[src/rtl/hexa_display_seq.sv]
// hexa_display_seq: binary 0..99 to two digit codes via repeated subtract-10, plus a chasing-segment animation.
module hexa_display_seq #(
  parameter int VOLTAS = 2
) (
  input  logic       clock,
  input  logic       reset,
  input  logic       tick,
  input  logic [6:0] valor,
  input  logic       carrega,
  input  logic       anima,
  output logic [4:0] hexa0,
  output logic [4:0] hexa1,
  output logic       ocupado,
  output logic       pronto
);
  typedef enum logic [1:0] {IDLE, CONV, SHOW, ANIM} state_t;
  state_t     state;
  logic [4:0] d1, d0;
  logic [6:0] resto;
  logic [3:0] dezena;
  logic       erro;
  logic [2:0] passo;
  logic [3:0] volta;
  assign hexa1   = state == ANIM ? 5'h10 + {2'b00, passo} : d1;
  assign hexa0   = state == ANIM ? 5'h10 + {2'b00, passo} : d0;
  assign ocupado = state == CONV || state == ANIM;
  always_ff @(posedge clock) begin
    if (reset) begin
      state  <= IDLE;
      d1     <= 5'h16;
      d0     <= 5'h16;
      resto  <= '0;
      dezena <= '0;
      erro   <= 1'b0;
      passo  <= '0;
      volta  <= '0;
      pronto <= 1'b0;
    end else begin
      pronto <= 1'b0;
      if (state == CONV) begin
        if (erro || resto < 7'd10) begin
          d1     <= erro ? 5'h16 : {1'b0, dezena};
          d0     <= erro ? 5'h16 : {1'b0, resto[3:0]};
          pronto <= 1'b1;
          state  <= SHOW;
        end else begin
          resto  <= resto - 7'd10;
          dezena <= dezena + 4'd1;
        end
      end else if (carrega) begin
        resto  <= valor;
        dezena <= '0;
        erro   <= valor > 7'd99;
        state  <= CONV;
      end else if (state != ANIM && anima) begin
        passo <= '0;
        volta <= '0;
        state <= ANIM;
      end else if (state == ANIM && tick) begin
        if (passo < 3'd5) passo <= passo + 3'd1;
        else begin
          passo <= '0;
          if (volta == 4'(VOLTAS - 1)) state <= SHOW;
          else volta <= volta + 4'd1;
        end
      end
    end
  end
endmodule
[config.mk]
export PLATFORM = sky130hd
export DESIGN_NAME = hexa_display_seq
export DESIGN_NICKNAME = d
export VERILOG_FILES = /design/src/rtl/hexa_display_seq.sv
export SDC_FILE = /design/constraint.sdc
export NUM_CORES = 1
export LEC_CHECK = 0
export CORE_MARGIN = 4
export CORE_UTILIZATION = 54
export DETAILED_ROUTE_END_ITERATION = 6
export HOLD_SLACK_MARGIN = 0.03
export PLACE_DENSITY_LB_ADDON = 0.05
export SYNTH_ARGS = -nofsm -noshare
export SYNTH_HDL_FRONTEND = slang
export SYNTH_SLANG_ARGS = --single-unit
export TNS_END_PERCENT = 100
[constraint.sdc]
create_clock -name clock -period 2 [get_ports clock]
set_clock_uncertainty 0.1 [all_clocks]
set_input_delay 0.4 -clock clock [delete_from_list [all_inputs] [get_ports clock]]
set_output_delay 0.4 -clock clock [all_outputs]
set_load 0.005 [all_outputs]
After elaboration in Yosys (flattened, before gate mapping). Cells that the tools add are included.

$add $sub $neg: 5. Magnitude comparators: 3. Equal/unequal tests: 9. Multiplexer cells: 25. Bitwise logic cells: 2. Reductions and logical operators: 15.

Operators with widths (count): 4-bit 2-to-1 mux (7); 7-bit 2-to-1 mux (3); 5-bit 2-to-1 mux (4); 2-bit 2-to-1 mux (7); 3-bit 2-to-1 mux (3); 4-bit by 1-bit adder with 4-bit output (second input constant) (2); 2-bit inequality test (second input constant) (4); 4-bit nonzero test (2); 7-bit > comparator (second input constant) (1); 7-bit by 4-bit < comparator with 1-bit output (second input constant) (1); 7-bit by 4-bit subtractor with 7-bit output (second input constant) (1); 2-bit AND reduction (3); 5-bit by 3-bit adder with 5-bit output (first input constant) (1); 5-bit AND reduction (1); 4-bit by 1-bit equality test with 1-bit output (second input constant) (1); 4-bit inequality test (second input constant) (1); 4-bit AND reduction (1); 2-bit nonzero test (2); 3-bit by 1-bit adder with 3-bit output (second input constant) (1); 3-bit < comparator (second input constant) (1); 3-bit AND reduction (1); 2-bit by 1-bit equality test with 1-bit output (second input constant) (1); 2-bit equality test (second input constant) (1); 1-bit logical AND (2); 5 further kinds (7).

Flip-flop bits (word level): 32. Input bits: 12. Output and inout bits: 12. Word-level logic and storage cells: 68.

Logic depth before layout (Yosys ltp).
Depth after elaboration: 7. Gate-level depth with buffers: 7. Depth with buffers taken out: 6.

Worst setup path after synthesis. No wires, ideal clock.

Path type: register to register. Start point: register resto[1]. End point: register dezena[3]. Setup time: 0.067 ns. Arrival: 1.670 ns. Required time: 1.833 ns. Path slack: 0.163 ns. Stages on the path, launching flop included: 8. Path buffers: 1. Clock period less this slack: 1.837 ns. Cell sequence: dfxtp_1 inv_1 ha_1 nand2b_1 a211o_1 buf_6 o32a_1 a21oi_2.

Cells in the longest elaborated chain, start to end: 4.

Ends and longest elaborated chain: start: declaration (line 19) `logic [6:0] resto;`; start signal: assignment (line 47) `resto <= resto - 7'd10;`; start signal: assignment (line 51) `resto <= valor;`; 7-bit by 4-bit < comparator with 1-bit output (line 41) `if (erro || resto < 7'd10) begin`; 1-bit logical OR (line 41); 2-bit inequality test (no line); 2-bit AND reduction (no line); end signal: assignment (line 48) `dezena <= dezena + 4'd1;`; end: declaration (line 20) `logic [3:0] dezena;`.

Every way passes these cells. A chain may end at the register's enable or synchronous reset.

Worst setup path in the final report.
Start point: register state[0]. End point: output port hexa1[4].

Cells in the longest elaborated chain, start to end: 2.

Ends and longest elaborated chain: start: declaration (line 17) `state_t state;`; start signal: assignment (line 29) `state <= IDLE;`; start signal: assignment (line 45) `state <= SHOW;`; start signal: assignment (line 54) `state <= CONV;`; 2-bit equality test (line 24) `assign hexa1 = state == ANIM ? 5'h10 + {2'b00, passo} : d1;`; 5-bit 2-to-1 mux (line 24); end: declaration (line 12) `output logic [4:0] hexa1,`.

Every way passes these cells.

==> impl_metrics.py <==
metrics = {
    "worst_setup_path": {
        "worst_path_required_time_ps": 1500,
        "worstReg2RegStart": "resto[2]",
        "worstSetupEndpointType": "output pin",
        "worst_r2r_path_depth": 6,
        "timing.reg2reg.setup_slack_ps": 100,
        "timing.setup.critical_path_class": "flip-flop to output pin",
        "worst_setup_path_start_kind": "flip-flop",
        "reg2reg_to": "dezena[3]",
        "critPathArrivalTime_ps": 1410,
        "crit_fanout": 10,
    },
    "clock_tree": {
        "cts_hold_buf": 0,
        "cts_tree": "done",
        "clkSlewWorstSetupHoldPaths_ps": 90,
        "cts_num_sinks": 31,
        "clock_tree_buf_depth": 2,
        "h_tree_depth": 2,
        "clk_root_buffer_cell": "clkbuf_4",
        "insertion_delay_ps": 330,
        "tritoncts.num_buffers": 5,
    },
    "logic_synthesis": {
        "synthArstFlopShare_pct": 0,
        "synth_cell_types": 51,
        "mappedNetlistArea_um2": 1705,
        "yosysTopAreaCellShare_pct": 36.39,
        "edff_count_synth": 0,
        "synth_seq_area_share_pct": 36.39,
        "synth_commonest_cells": "dfxtp_1 (31), a21oi_1 (18), nand2_1 (13), nor2_1 (13), nand3_1 (10)",
        "yosys_warnings": 0,
        "syn-num-nets": 216,
        "post-synth-top-count-cell": "dfxtp_1",
        "synthDominantAreaCellType": "dfxtp_1",
        "synth_xor_xnor_area_share_pct": 0,
        "synth.area.mux_share_pct": 2.935,
        "netlist_top_cells_area": "dfxtp_1 (36%), a21oi_1 (5.3%), ha_1 (3.7%), nand4b_1 (3.1%), mux2i_1 (2.9%)",
        "ys.flop_type": "dfxtp_1",
        "synth_area_in_adders_pct": 3.668,
        "synth_top_family_by_area": "simple AND/OR/NAND/NOR gates",
        "post_synth_and_or_nand_nor_area_fraction_pct": 27.22,
        "syn_inst": 199,
        "yosys_register_bits": 31,
        "syn_area_per_cell_um2": 8.570,
        "synth_compound_area_share_pct": 24.36,
    },
    "floorplan": {
        "io_pins": 24,
        "floorplan.initialDensity_pct": 56.32,
        "die_height_um": 64.20,
        "dieArea_um2": 4121,
        "die_width_um": 64.20,
        "placement_rows": 20,
        "area_inside_the_core_boundary_um2": 3028,
    },
    "route": {
        "drtIter0Drc": 109,
        "via_count_of_the_routed_design": 1686,
        "route.final.wire_length_um": 4412,
        "avgViaCountPerCell": 6.087,
        "drt-wirelength-per-cell_um": 15.93,
        "post-route-drc-count": 0,
        "drt_first_pass_iters": 5,
        "postRouteAntennaNets": 0,
    },
    "power": {
        "worst_ir_drop_vdd_mv": 0.3587,
        "power.density_nw_per_um2": 717.4,
        "totalPowerFinal_mw": 1.572,
        "leakage_component_of_the_power_nw": 0.9108,
    },
    "grt": {
        "grt_util_met1_pct": 27.94,
        "grt_antenna_before_repair": 0,
        "grt_util_all_layers_pct": 22.89,
        "globalRoute.busiestLayer": "met2",
        "first_pass_grt_wire_length_um": 7583,
        "pin_count_of_the_biggest_net_entering_global_routing": 32,
        "grtUsageMet3_pct": 4.569,
        "number_of_global_route_vias_before_repair": 1705,
        "overflow": 0,
        "grtUsageMet2_pct": 39.35,
    },
    "sta": {
        "max_clock_freq_mhz": 522.5,
        "fin_crit_sh_pct": 95.70,
        "final.setup.worst_slack_ps": 86.03,
        "rsz0062_at_grt": "false",
        "slew_violations": 0,
        "post_route_worst_hold_slack_ps": 374.7,
        "timing.max_slew.rel_slack_pct": 65.43,
        "max_slew.worst_pin.slew_ps": 517.9,
        "report.final.hold_viol_count": 0,
        "finalWorstPathRequiredPeriod_ps": 1914,
        "setup_viol": 0,
    },
    "finish": {
        "post_route_cells_drive_above_1_share_pct": 18.03,
        "layout.nets": 249,
        "number_of_filler_cells_placed_in_the_layout": 232,
        "utilization_pct": 72.36,
        "antenna-diode-count": 0,
        "area_of_the_multi_input_gates_um2": 1049,
        "final-seq-area_um2": 631.9,
        "post_layout_nonfiller_instances": 277,
        "area_delta_synth_final_pct": 28.47,
    },
    "status": {
        "run_status": "completed",
    },
    "place": {
        "pre_cts_ws_ps": -79.64,
        "place_hpwl_um": 3136,
        "port_buffers": 23,
        "placedCellCount": 267,
        "place_congestion": 0.8866,
    },
    "hold_path": {
        "hp-start": "resto[0]",
        "hold_path_depth": 2,
        "worstHoldPathType": "flip-flop to flip-flop",
        "worstHoldEndpoint": "resto[0]",
    },
    "flow_run": {
        "max_cap_violations": 0,
    },
}
==> timing repair <==
action                                  CTS  global route
endpoints found under the setup margin   10            12
resized for setup                        11            15
setup buffers                             2             0
pin swaps                                 0             0
==> worst max-delay path: stages (launching register included) <==
cell             delay (ps)
dfxtp_4                 420
nand2_8                  90
nand2b_4                 80
clkdlybuf4s50_1         490
==> worst max path at each step <==
stage                     startpoint   endpoint  cells past startpoint
after CTS                   state[0]   hexa1[0]                      3
after floorplan             resto[1]  dezena[3]                      7
after global routing        state[0]   passo[2]                      6
final                       state[0]   hexa1[4]                      3
after detailed placement       anima   passo[2]                      5
after global placement         anima   passo[2]                      5
==> registers in the layout (all words and copies together) (netlist names) <==
register	flops
resto	7
passo	3
d1	5
dezena	4
state	2
volta	4
erro	1
pronto	1
d0	4
==> cell type report <==
type	count	share of cell area, %
multi-input cells	149	47.86
flip-flops and latches	31	28.84
repair buffers	40	17.65
well taps	44	2.513
clock buffers	7	2.056
inverters	5	0.8567
clock inverters	1	0.2284
==> where the power goes <==
| group | internal (mW) | switching [mW] | leakage, nW |
|---|---|---|---|
| Clock | 0.137 | 0.214 | 0.0293 |
| Sequential | 0.673 | 0.0584 | 0.256 |
| Combinational | 0.241 | 0.249 | 0.626 |
| Total | 1.05 | 0.521 | 0.911 |
==> routing by layer <==
layer,up-vias,part of all wire [%]
li1,810,-
met1,815,44
met2,53,49
met3,8,5.3
met4,0,1.3
met5,-,0
==> logic make-up (layout without fill, tap and decap cells) <==
kind of cell               Yosys count  in the layout
AOI/OAI and AO/OA                   60             60
and+or+nand+nor                     79             79
buffers and inverters               19             53
DFF                                 31             31
adders and majority gates            5              5
muxes                                5              5
==> per-stage QoR <==
stage                     instance area [um^2]  setup TNS, ps
after detailed placement                  2042         -171.2
final                                     2191              0
after global placement                    2042         -5.239
after floorplan                           1705              0
after global routing                      2191              0
after CTS                                 2130              0
==> cells in the final DEF, fill, tap and decap left out, types with 2 or more instances in the layout <==
cell	count
nor3_1	5
nand2b_1	2
inv_1	5
nand2b_4	2
and4b_1	2
a22oi_1	2
or3_1	3
nand4b_1	6
a31oi_1	2
buf_4	16
a21o_1	6
o211ai_1	2
dfxtp_4	2
nand3_1	10
and3_4	3
dfxtp_1	26
a21oi_1	18
dfxtp_2	3
and2_1	3
a211oi_1	3
nor3b_1	2
a311o_1	2
clkdlybuf4s50_1	15
nor2_1	13
o21a_1	2
o32ai_1	3
clkbuf_4	5
dlymetal6s2s_1	7
and3_1	3
ha_1	5
clkbuf_1	2
mux2i_1	5
o21ai_0	9
nand2_1	12
Note: power is estimated with default switching activity, not from simulation.
